File: src/rtl/huffman_encoder_pkg.sv
// rtl/huffman_encoder_pkg.sv - shared types and sizes for the 3-symbol Huffman encoder
package huff_pkg;

    localparam int MAX_CHAR_COUNT = 3;
    localparam int BIT_WIDTH      = 2;

    typedef enum logic [2:0] {
        LOAD,
        SORT,
        BUILD,
        ENCODE,
        OUTPUT
    } state_t;

    typedef struct packed {
        logic [4:0] chr;
        logic [2:0] freq;
        logic [1:0] idx;
    } symbol_t;

    typedef struct packed {
        logic [BIT_WIDTH-1:0] mask;
        logic [BIT_WIDTH-1:0] value;
    } code_t;

endpackage

File: src/rtl/huffman_encoder_if.sv
// rtl/huffman_encoder_if.sv - 12-bit input and output buses of the encoder
interface huffman_encoder_if;

    logic [11:0] io_in;
    logic [11:0] io_out;

    modport master (output io_in, input io_out);
    modport slave  (input io_in, output io_out);

endinterface

File: src/rtl/huffman_encoder_sort3.sv
// rtl/huffman_encoder_sort3.sv - combinational stable ascending sort of three symbols
module huff_sort3
    import huff_pkg::*;
(
    input  symbol_t in0,
    input  symbol_t in1,
    input  symbol_t in2,
    output symbol_t out0,
    output symbol_t out1,
    output symbol_t out2
);

    symbol_t a0, a1, b1, b2;

    // Three adjacent compare-swaps; swapping only on strictly greater keeps equal keys in input order
    always_comb begin
        a0 = in0;
        a1 = in1;
        if (in0.freq > in1.freq) begin
            a0 = in1;
            a1 = in0;
        end
        b1 = a1;
        b2 = in2;
        if (a1.freq > in2.freq) begin
            b1 = in2;
            b2 = a1;
        end
        out0 = a0;
        out1 = b1;
        out2 = b2;
        if (a0.freq > b1.freq) begin
            out0 = b1;
            out1 = a0;
        end
    end

endmodule

File: src/rtl/huffman_encoder.sv
// rtl/huffman_encoder.sv - loads three beats, builds a Huffman code table, streams six words
module huffman_encoder
    import huff_pkg::*;
(
    input  logic               clk,
    input  logic               reset,
    huffman_encoder_if.slave   bus
);

    state_t     state, state_nxt;
    logic [1:0] beat_cnt;
    logic [2:0] word_cnt;
    logic [4:0] char_q [MAX_CHAR_COUNT];
    logic [2:0] freq_q [MAX_CHAR_COUNT];
    symbol_t    s_q    [MAX_CHAR_COUNT];
    code_t      code_q [MAX_CHAR_COUNT];
    logic       n_root;
    logic [11:0] out_q;

    symbol_t    in_sym [MAX_CHAR_COUNT];
    symbol_t    srt0, srt1, srt2;
    logic [3:0] n_freq;
    logic       beat_valid;
    logic [1:0] out_sym;

    assign beat_valid = bus.io_in[11];
    assign n_freq     = {1'b0, s_q[0].freq} + {1'b0, s_q[1].freq};
    assign out_sym    = word_cnt[2:1];
    assign bus.io_out = out_q;

    // Pack the loaded table into symbols tagged with their input position
    always_comb begin
        for (int i = 0; i < MAX_CHAR_COUNT; i++) begin
            in_sym[i] = '{chr: char_q[i], freq: freq_q[i], idx: 2'(i)};
        end
    end

    huff_sort3 u_sort (
        .in0  (in_sym[0]),
        .in1  (in_sym[1]),
        .in2  (in_sym[2]),
        .out0 (srt0),
        .out1 (srt1),
        .out2 (srt2)
    );

    // State register
    always_ff @(posedge clk) begin
        if (reset) state <= LOAD;
        else       state <= state_nxt;
    end

    // Next-state: one cycle each for sort, build and encode, six for output
    always_comb begin
        state_nxt = state;
        case (state)
            LOAD:    if (beat_valid && beat_cnt == 2'd2) state_nxt = SORT;
            SORT:    state_nxt = BUILD;
            BUILD:   state_nxt = ENCODE;
            ENCODE:  state_nxt = OUTPUT;
            OUTPUT:  if (word_cnt == 3'd5) state_nxt = LOAD;
            default: state_nxt = LOAD;
        endcase
    end

    // Datapath: capture beats, latch sorted order, pick root bit, assign codes, emit words
    always_ff @(posedge clk) begin
        if (reset) begin
            beat_cnt <= '0;
            word_cnt <= '0;
            n_root   <= 1'b0;
            out_q    <= '0;
            for (int i = 0; i < MAX_CHAR_COUNT; i++) begin
                char_q[i] <= '0;
                freq_q[i] <= '0;
                s_q[i]    <= '0;
                code_q[i] <= '0;
            end
        end else begin
            out_q <= '0;
            case (state)
                LOAD: begin
                    if (beat_valid) begin
                        char_q[beat_cnt] <= bus.io_in[4:0];
                        freq_q[beat_cnt] <= bus.io_in[10:8];
                        beat_cnt         <= (beat_cnt == 2'd2) ? 2'd0 : beat_cnt + 2'd1;
                    end
                end
                SORT: begin
                    s_q[0] <= srt0;
                    s_q[1] <= srt1;
                    s_q[2] <= srt2;
                end
                BUILD: begin
                    // Node N takes root bit 0 only when strictly lighter than leaf s2
                    n_root <= !(n_freq < {1'b0, s_q[2].freq});
                end
                ENCODE: begin
                    code_q[s_q[0].idx] <= '{mask: 2'b11, value: {n_root, 1'b0}};
                    code_q[s_q[1].idx] <= '{mask: 2'b11, value: {n_root, 1'b1}};
                    code_q[s_q[2].idx] <= '{mask: 2'b01, value: {1'b0, ~n_root}};
                    word_cnt           <= '0;
                end
                OUTPUT: begin
                    if (word_cnt[0] == 1'b0)
                        out_q <= {3'b000, 1'b1, 3'b000, char_q[out_sym]};
                    else
                        out_q <= {3'b000, 1'b1, 2'b00, code_q[out_sym].mask,
                                  2'b00, code_q[out_sym].value};
                    word_cnt <= (word_cnt == 3'd5) ? 3'd0 : word_cnt + 3'd1;
                end
                default: ;
            endcase
        end
    end

endmodule

File: src/flat_wrapper.sv
// flat-port wrapper written by rule: the top's interface ports become plain ports
module huffman_encoder_flat import huff_pkg::*;
  (clk, reset, bus_io_in, bus_io_out);
  huffman_encoder_if bus_i ();
  input  logic clk;
  input  logic reset;
  input wire logic [$bits(bus_i.io_in)-1:0] bus_io_in;
  output wire logic [$bits(bus_i.io_out)-1:0] bus_io_out;
  assign bus_i.io_in = bus_io_in;
  assign bus_io_out = bus_i.io_out;
  huffman_encoder u_core (.clk(clk), .reset(reset), .bus(bus_i));
endmodule
File: config.mk
export PLATFORM = sky130hd
export DESIGN_NAME = huffman_encoder_flat
export DESIGN_NICKNAME = d
export VERILOG_FILES = /design/src/rtl/huffman_encoder_pkg.sv /design/src/rtl/huffman_encoder_if.sv /design/src/rtl/huffman_encoder_sort3.sv /design/src/rtl/huffman_encoder.sv /design/src/flat_wrapper.sv
export SDC_FILE = /design/constraint.sdc
export NUM_CORES = 1
export LEC_CHECK = 0
export CAP_MARGIN = 20
export CORE_MARGIN = 5
export CORE_UTILIZATION = 50
export DETAILED_ROUTE_END_ITERATION = 12
export PLACE_DENSITY_LB_ADDON = 0.2
export SLEW_MARGIN = 20
export SYNTH_ARGS = -nofsm -noshare
export SYNTH_HDL_FRONTEND = slang
export SYNTH_SLANG_ARGS = --single-unit
File: constraint.sdc
create_clock -name clk -period 7.6 [get_ports clk]
set_input_delay 1.52 -clock clk [delete_from_list [all_inputs] [get_ports clk]]
set_output_delay 1.52 -clock clk [all_outputs]
set_load 0.01 [all_outputs]
==> run metrics, run 1 <==
final setup fails 0; commonest non-fill, non-tap cell in the layout edfxtp_1; dpl hpwl 5190 um; number of library cell types mapped by synthesis 55; syn_area_per_cell 11.5 um2; Setup Buffers After CTS 0; Max Cap Viol 0; hold_buf cts 0; crit path time final 4.52 ns; number of global-route vias before repair 2,457; clk_lat worst skew 0.35 ns; clock sink count 77; Arrival @ worst endpoint 4.62 ns; first-pass GRT wire length 11,700 um; Clock Skews just over 0.009 ns; antenna violations before repair 0; total gr overflow 0; Final nets ~380; layout cells sized above 1 roughly an eighth; largest net degree at the start of global routing 28; Rows 32; Synth warnings 0; fin util a little under three fifths; die area 9590 um2; Worst Max-Slew Pin Slew 0.957 ns; Cell Chain, Critical Path ha_1 -> nand2_2 -> o21ai_4 -> mux2_4 -> ha_1 -> nand3b_1 -> a32oi_1 -> nor2b_1 -> nor2_1 -> ha_1 -> nand3b_1 -> a32oi_1 -> nor2_1 -> mux2i_1 -> nor2_1; I/O pins 26; number of synthesized flops with an enable pin 48; H-tree levels 3; Die X 97.9 um; DRT Pass-1 Iters 4; post-CTS sizing 0; clock transition at the registers of the reported paths 0.09 ns; initial core utilization about half; P_leak ~1.6 nW; Slowest-stage cell, CP a32oi_1; Die Span Y 97.9 um; Slew Limit Fails 0; vias per cell 5.49; synth top area cells edfxtp_1 37%, dfxtp_1 15%, mux4_2 4.7%; Primary FF master, synth edfxtp_1; Inserted Diodes 0; total CTS buffers 9; unrepaired setup endpoints after global routing no; via count 2,533; Max VDD drop approximately 120 uV; Critical Path Sink Type flip-flop; Critical Path RT ~7.7 ns; GRT Total Usage 15.3%; Clock Path Buffers 2; Final Hold Vio Count 0; core area 7650 um2; drt drc 0; number of port buffers 17; Worst path max stage delay roughly 0.75 ns; top cell type's share of synthesized area 37.3%; Iter 0 DRT Violations approximately 170; hold slack final 0.447 ns; outcome complete, no violations; Yosys reg bits 77; Max-slew headroom 36.2%; area leader, netlist edfxtp_1; CP Class flip-flop to flip-flop; clk root buf clkbuf_8; fmax approximately 220 MHz; GPL Wtd Cong between 0.8 and 0.9; Fin Setup TNS 0 ns; final WL around 7000 um; most frequent cells in the layout 48 x edfxtp_1, 29 x dfxtp_1, 25 x and2_1; Post-Syn Area 3860 um2; asr flop ratio synth 0%; Total Power just over 0.9 mW; Hold Path Class flip-flop to flip-flop; CTS tree done; PD cells 215 nW/um2; largest fanout on the critical path 12; DRT antenna net count 0; Layout Area Growth over Synthesis 10.8%; drt wl/cell 15.2 um; Seq/Total Area, Yosys a little over half; final period utilization just under 60%; Worst Setup Start Kind flip-flop; Mapped Cells 336
[area by class of cell]
cell class	instances	area [um2]
clock buffers	9	124
clock inverters	7	57.6
fillers	665	3360
inverters	13	48.8
multi-input cells	235	1730
flip-flops and latches	77	2020
well taps	102	128
repair buffers	18	178
[report_power, final]
group | internal, mW | switching [mW] | total (mW)
combinational | 0.0644 | 0.0995 | 0.164
sequential | 0.461 | 0.0129 | 0.474
clock | 0.123 | 0.161 | 0.284
[final timing paths]
path / cells past startpoint / from / endpoint / slack [ns]
worst min-delay path: 2 / u_core.code_q[0][2] / u_core.code_q[0][2] / 0.45
worst max-delay path: 15 / u_core.freq_q[0][2] / u_core.s_q[0][10] / 3.08
worst max register to register: 15 / u_core.freq_q[0][2] / u_core.s_q[0][10] / 3.08
worst min register to register: 2 / u_core.code_q[0][2] / u_core.code_q[0][2] / 0.45
[cells by family (layout without fill, tap and decap cells)]
family,after synthesis,in the layout,synth area share (%)
flip-flops,77,77,52.3
other,1,5,0.0970
XOR/XNOR,2,2,0.453
AND/OR/NAND/NOR,133,133,19.9
multiplexers,20,20,7.90
buffers and inverters,28,47,3.40
adder cells (fa/ha/maj),15,15,5.05
AO/OA/AOI/OAI,60,60,10.9
[layer usage]
layer	share of wire (%)	global-route usage, %	up-vias
met2	49	26.2	30
met5	0	0	-
li1	-	-	1265
met3	2.8	2.86	10
met1	46	19.2	1228
met4	1.5	5.75	0
[worst max-delay path: cells and delay by family (launching register included)]
kind	cells	cell delay [ns]
AO/OA/AOI/OAI	3	1.49
adder cells (fa/ha/maj)	3	0.87
flip-flops	1	0.43
multiplexers	2	0.53
AND/OR/NAND/NOR	7	0.94
[state kept, by name (all words and copies together), names as in the netlist, named ones only]
register	cells
u_core.beat_cnt	2
u_core.bus.io_out	7
u_core.char_q	20
u_core.code_q	15
u_core.freq_q	9
u_core.n_root	1
u_core.s_q	15
u_core.state	3
u_core.word_cnt	3
[Yosys cell counts (all sizes together), types with 2 or more instances]
cell      n
a2111oi   2
or3       2
nand2    17
buf      11
mux4      8
nor3b     4
nand2b   10
a31oi     2
mux2i    11
nand3b    8
a211oi    7
o32ai     5
or2       5
dfxtp    29
nand3    11
and2     25
nor3      5
nor2b    12
a21o      3
o21ai    10
inv      13
nor2     26
ha       14
a21oi    22
and3      6
a32oi     2
clkbuf    4
edfxtp   48
[stage by stage]
step	instances	cell area, um2	worst slack (ns)
4_1_cts	461	4280	3.11
3_3_place_gp	445	4100	3.20
6_report	461	4280	3.08
3_5_place_dp	445	4100	3.13
5_1_grt	461	4280	2.63
2_1_floorplan	340	3880	3.92
Note: power is estimated with default switching activity, not from simulation.
==> inputs of run 2 (changes only) <==
clock period = 4.6 ns   (was 7.6 ns; I/O delays follow)
==> run 2 against run 1 <==
Power is 76% higher. Clock skew is 0.0040 ns higher. Maximum frequency is 11% higher. Sequential cell count stayed put. Clock power is 99% higher. Register-to-register slack worse by 2.6 ns. Sequential power is 65% higher. Critical path type unchanged.
==> run metrics, run 2 (same netlist as run 1, synthesis figures left out) <==
DRT Pass-1 Iters 4 (unchanged); fin area 4330 um2 (was 4280 um2); final period utilization 88.7% (was 59.5%); Clock Skews 0.0133 ns (was 0.00929 ns); met1 WL 3290 um (was 3260 um); antenna violations before repair 0 (unchanged); final setup fails 0 (unchanged); DR top layer met4 (unchanged); unrepaired setup endpoints after global routing no (unchanged); vias per cell 5.39 (was 5.49); CP Class flip-flop to flip-flop (unchanged); Hold Path Class flip-flop to flip-flop (unchanged); number of global-route vias before repair 2,391 (was 2,457); Final nets 384 (was 383); Slew Limit Fails 0 (unchanged); R2R Path End u_core.s_q[0][10] (unchanged); Buf/Inv on CP 1 (was 0); Most flops, register u_core.char_q (unchanged); post-route setup slack 0.522 ns (was 3.08 ns); final WL 7010 um (was 7020 um); via count 2,491 (was 2,533); met2 routed WL 3420 um (was 3460 um); Slowest-stage cell, CP edfxtp_1 (was a32oi_1); commonest non-fill, non-tap cell in the layout edfxtp_1 (unchanged); Post-Place Worst Slack 0.572 ns (was 3.13 ns); dpl hpwl 5180 um (was 5190 um); PD cells 374 nW/um2 (was 215 nW/um2); clock sink count 77 (unchanged); Setup Buffers After CTS 0 (unchanged); R2R Setup Slk 0.52 ns (was 3.08 ns); largest net degree at the start of global routing 28 (unchanged); clk root buf clkbuf_8 (unchanged); Worst Hold Path EP u_core.code_q[0][2] (unchanged); Worst Max-Slew Pin Slew 0.629 ns (was 0.957 ns); Fin Setup TNS 0 ns (unchanged); number of port buffers 17 (unchanged); family with the most delay on the worst path compound AO/OA/AOI/OAI gates (unchanged); hold_buf cts 0 (unchanged); Critical Path Sink Type flip-flop (unchanged); Worst Setup Start Kind flip-flop (unchanged); drt wl/cell 15.2 um (about the same); outcome complete, no violations (unchanged); largest fanout on the critical path 12 (unchanged); CTS tree done (unchanged); Critical Path RT 4.70 ns (was 7.70 ns); GRT Total Usage 15.5% (was 15.3%); most frequent cells in the layout 48 x edfxtp_1, 29 x dfxtp_1, 25 x and2_1 (unchanged); Max-slew headroom 57.0% (was 36.2%); Layout Area Growth over Synthesis 12.1% (was 10.8%); clk_lat worst skew 0.35 ns (about the same); Max Cap Viol 0 (unchanged); total CTS buffers 9 (unchanged); Die X 97.9 um (unchanged); Die Span Y 97.9 um (unchanged); fmax 245 MHz (was 221 MHz); R2R Path Start u_core.freq_q[0][1] (was u_core.freq_q[0][2]); DRT antenna net count 0 (unchanged); clock transition at the registers of the reported paths 0.08 ns (was 0.09 ns); initial core utilization 50.5% (unchanged); Clock Path Buffers 2 (unchanged); I/O pins 26 (unchanged); hold path cells 2 (unchanged); Max VDD drop 304 uV (was 121 uV); Cell Chain, Critical Path ha_1 -> nand2_2 -> o21ai_4 -> mux2_4 -> ha_1 -> a21oi_2 -> a32oi_1 -> buf_4 -> a211oi_2 -> nor2_1 -> ha_1 -> nand3b_1 -> a32oi_1 -> nor2_1 -> mux2i_1 -> nor2_1 (was ha_1 -> nand2_2 -> o21ai_4 -> mux2_4 -> ha_1 -> nand3b_1 -> a32oi_1 -> nor2b_1 -> nor2_1 -> ha_1 -> nand3b_1 -> a32oi_1 -> nor2_1 -> mux2i_1 -> nor2_1); post-CTS sizing 0 (unchanged); Top Registers u_core.char_q (20), u_core.code_q (15), u_core.s_q (15) (unchanged); WL met3 226 um (was 197 um); layout cells sized above 1 12.8% (about the same); drt drc 0 (unchanged); Arrival @ worst endpoint 4.17 ns (was 4.62 ns); Worst path max stage delay 0.48 ns (was 0.75 ns); Total Power 1.62 mW (was 0.922 mW); H-tree levels 3 (unchanged); GPL Wtd Cong 0.821 (was 0.827); total gr overflow 0 (unchanged); Inserted Diodes 0 (unchanged); core area 7650 um2 (unchanged); R2R depth 16 (was 15); DP Area 4110 um2 (was 4100 um2); Iter 0 DRT Violations 135 (was 171); max FFs per register 20 (unchanged); die area 9590 um2 (unchanged); HP Start u_core.code_q[0][2] (unchanged); Final Hold Vio Count 0 (unchanged); first-pass GRT wire length 11,700 um (about the same); P_leak 1.62 nW (was 1.60 nW); crit path time final 4.08 ns (was 4.52 ns); Rows 32 (unchanged)
==> run 2: cell count changes in the layout (fill, tap and decap cells not counted) <==
cell | previous run | this run
clkbuf_1 | 0 | 1
bufinv_16 | 0 | 2
buf_4 | 1 | 2
clkinv_2 | 1 | 0
inv_8 | 1 | 0
clkinvlp_4 | 2 | 1
==> run 2: area by class of cell <==
type	instances	area, um2
fill	644	3320
sequential	77	2020
multi-input combinational	235	1730
timing repair buffer	19	185
clock buffer	10	128
tap	102	128
clock inverter	6	93.8
inverter	13	48.8
==> run 2: stage by stage <==
step	hold WS (ns)	utilization, %	std cells
final	0.457	56.6	462
after global routing	0.486	56.6	462
after CTS	0.464	56.6	462
after detailed placement	0.451	53.7	446
after global placement	0.431	53.7	446
after floorplan	0.417	-	340
==> run 2: worst reg2reg max path, delay by kind of cell, from the launching register on <==
family | cells | cell delay, ns
and+or+nand+nor | 5 | 0.52
buffers and inverters | 1 | 0.18
muxes | 2 | 0.51
DFF | 1 | 0.48
adders and majority gates | 3 | 0.86
AOI/OAI and AO/OA | 5 | 1.31
==> run 2: worst max path at each step <==
stage / startpoint / endpoint / depth (start not counted)
after global routing: u_core.freq_q[0][1] / u_core.s_q[0][3] / 15
final: u_core.freq_q[0][1] / u_core.s_q[0][10] / 16
after floorplan: u_core.freq_q[0][1] / u_core.s_q[0][2] / 15
after detailed placement: u_core.freq_q[0][1] / u_core.s_q[0][10] / 16
after global placement: u_core.freq_q[0][1] / u_core.s_q[0][10] / 16
after CTS: u_core.freq_q[0][1] / u_core.s_q[0][10] / 16
==> run 2: layer usage <==
metal,up-vias,GRT usage [%]
li1,1263,-
met1,1183,20.3
met2,37,25.2
met3,8,3.93
met4,0,5.11
met5,-,0
==> run 2: power breakdown <==
part           switching (mW)  total (mW)  internal (mW)
clock                   0.253       0.564          0.310
combinational           0.164       0.275          0.111
sequential             0.0205       0.782          0.761
==> inputs of run 3 (changes only) <==
CELL_PAD_IN_SITES_DETAIL_PLACEMENT = 0   (was default)
CELL_PAD_IN_SITES_GLOBAL_PLACEMENT = 1   (was default)
CORE_UTILIZATION = 48   (was 50)
==> run 3 against run 2 <==
Combinational power is essentially flat. Maximum frequency shrank 3.8%. Clock skew decreased by 0.0043 ns. Global-route usage shrank 0.91 points. Final cell count is the same. Critical path depth is the same. Setup slack got worse by 0.16 ns. Non-clock buffer count is the same. Largest power group unchanged. Highest routed layer unchanged.
==> run metrics, run 3 (same netlist as run 1, synthesis figures left out) <==
total CTS buffers 9 (unchanged); R2R Path End u_core.s_q[0][10] (unchanged); final WL 6850 um (was 7010 um); largest fanout on the critical path 9 (was 12); clock transition at the registers of the reported paths 0.09 ns (was 0.08 ns); total gr overflow 0 (unchanged); first-pass GRT wire length 11,500 um (was 11,700 um); Clock Path Buffers 2 (unchanged); R2R depth 16 (unchanged); Max Cap Viol 0 (unchanged); antenna violations before repair 0 (unchanged); Worst Setup Start Kind flip-flop (unchanged); clock sink count 77 (unchanged); max FFs per register 20 (unchanged); H-tree levels 3 (unchanged); Slew Limit Fails 0 (unchanged); hold slack final 0.448 ns (was 0.457 ns); Critical Path Sink Type flip-flop (unchanged); Fin Setup TNS 0 ns (unchanged); Layout fillers 685 (was 644); R2R Path Start u_core.freq_q[0][1] (unchanged); DP Area 4110 um2 (unchanged); drt wl/cell 14.8 um (was 15.2 um); core area 7770 um2 (was 7650 um2); final setup fails 0 (unchanged); CP Class flip-flop to flip-flop (unchanged); most frequent cells in the layout 48 x edfxtp_1, 29 x dfxtp_1, 25 x and2_1 (unchanged); DRT antenna net count 0 (unchanged); Layout Area Growth over Synthesis 11.3% (was 12.1%); Die Span Y 99.7 um (was 97.9 um); Worst Max-Slew Pin Slew 0.670 ns (was 0.629 ns); Max-slew headroom 54.2% (was 57.0%); I/O pins 26 (unchanged); fmax 236 MHz (was 245 MHz); CTS tree done (unchanged); GPL Wtd Cong 0.783 (was 0.821); final period utilization 92.1% (was 88.7%); Inserted Diodes 0 (unchanged); unrepaired setup endpoints after global routing no (unchanged); Die X 99.7 um (was 97.9 um); Hold Path Class flip-flop to flip-flop (unchanged); Final Hold Vio Count 0 (unchanged); fin area 4300 um2 (was 4330 um2); Most flops, register u_core.char_q (unchanged); fin util 55.4% (was 56.6%); Total Power 1.53 mW (was 1.62 mW); end of the critical path u_core.s_q[0][10] (unchanged); via count 2,483 (was 2,491); Critical Path RT 4.70 ns (about the same); largest net degree at the start of global routing 28 (unchanged); Iter 0 DRT Violations 80 (was 135); Max VDD drop 204 uV (was 304 uV); layout cells sized above 1 13.3% (was 12.8%); dpl hpwl 5190 um (was 5180 um); commonest non-fill, non-tap cell in the layout edfxtp_1 (unchanged); number of global-route vias before repair 2,364 (was 2,391); R2R Setup Slk 0.36 ns (was 0.52 ns); Rows 32 (unchanged); Clock Skews 0.00896 ns (was 0.0133 ns); GRT Total Usage 14.6% (was 15.5%); Post-Place Cells 446 (unchanged); Final nets 384 (unchanged); drt drc 0 (unchanged); die area 9950 um2 (was 9590 um2); number of port buffers 17 (unchanged); Top Registers u_core.char_q (20), u_core.code_q (15), u_core.s_q (15) (unchanged); crit path time final 4.24 ns (was 4.08 ns); clk_lat worst skew 0.35 ns (about the same); initial core utilization 49.8% (was 50.5%); fin cells 462 (unchanged); clk root buf clkbuf_8 (unchanged); post-route setup slack 0.363 ns (was 0.522 ns); PD cells 356 nW/um2 (was 374 nW/um2); DRT Pass-1 Iters 7 (was 4); Arrival @ worst endpoint 4.34 ns (was 4.17 ns); hold_buf cts 0 (unchanged); Post-Place Worst Slack 0.375 ns (was 0.572 ns); P_leak 1.61 nW (was 1.62 nW); CP startpoint u_core.freq_q[0][1] (unchanged); outcome complete, no violations (unchanged); vias per cell 5.37 (was 5.39)
[run 3: per-layer routing]
layer  global-route usage, %  part of all wire (%)  vias up
met5                       0                     0        -
met4                    4.73                   1.5        0
met3                    3.79                   3.9        9
met2                    22.1                    47       40
met1                    20.4                    48     1176
li1                        -                     -     1258
[run 3: layout make-up]
cell class	count	area (um2)	area share [%]
inverter	13	48.8	1.13
clock buffer	9	124	2.88
clock inverter	7	58.8	1.37
sequential	77	2020	47.0
multi-input combinational	235	1730	40.3
timing repair buffer	19	185	4.31
tap	102	128	2.97
[run 3: how the worst min path moves through the flow]
stage / end / from / cells past startpoint / slack (ns)
2_1_floorplan: u_core.code_q[0][2] / u_core.code_q[0][2] / 2 / 0.42
5_1_grt: u_core.code_q[0][2] / u_core.code_q[0][2] / 2 / 0.49
6_report: u_core.code_q[0][2] / u_core.code_q[0][2] / 2 / 0.45
3_5_place_dp: u_core.code_q[0][2] / u_core.code_q[0][2] / 2 / 0.44
3_3_place_gp: u_core.code_q[0][2] / u_core.code_q[0][2] / 2 / 0.43
4_1_cts: u_core.code_q[0][2] / u_core.code_q[0][2] / 2 / 0.45
[run 3: critical path, stage by stage, from the launching register on]
cell and delay (ns):
edfxtp_1 0.48, ha_1 0.35, nand2_2 0.07, o21ai_4 0.26
mux2_4 0.36, ha_1 0.33, a21oi_2 0.23, a32oi_2 0.15
buf_4 0.21, a211oi_2 0.30, nor2_1 0.09, ha_1 0.17
nand3b_1 0.22, a32oi_1 0.47, nor2_1 0.08, mux2i_1 0.17
nor2_1 0.06
[run 3: power by group]
part / internal, mW / switching (mW)
Sequential: 0.761 / 0.0203
Combinational: 0.112 / 0.166
Clock: 0.204 / 0.270
[run 3: timing repair]
action | in CTS | in global routing
buffers inserted | 0 | 0
resized for setup | 0 | 1
endpoints found under the setup margin | 0 | 1
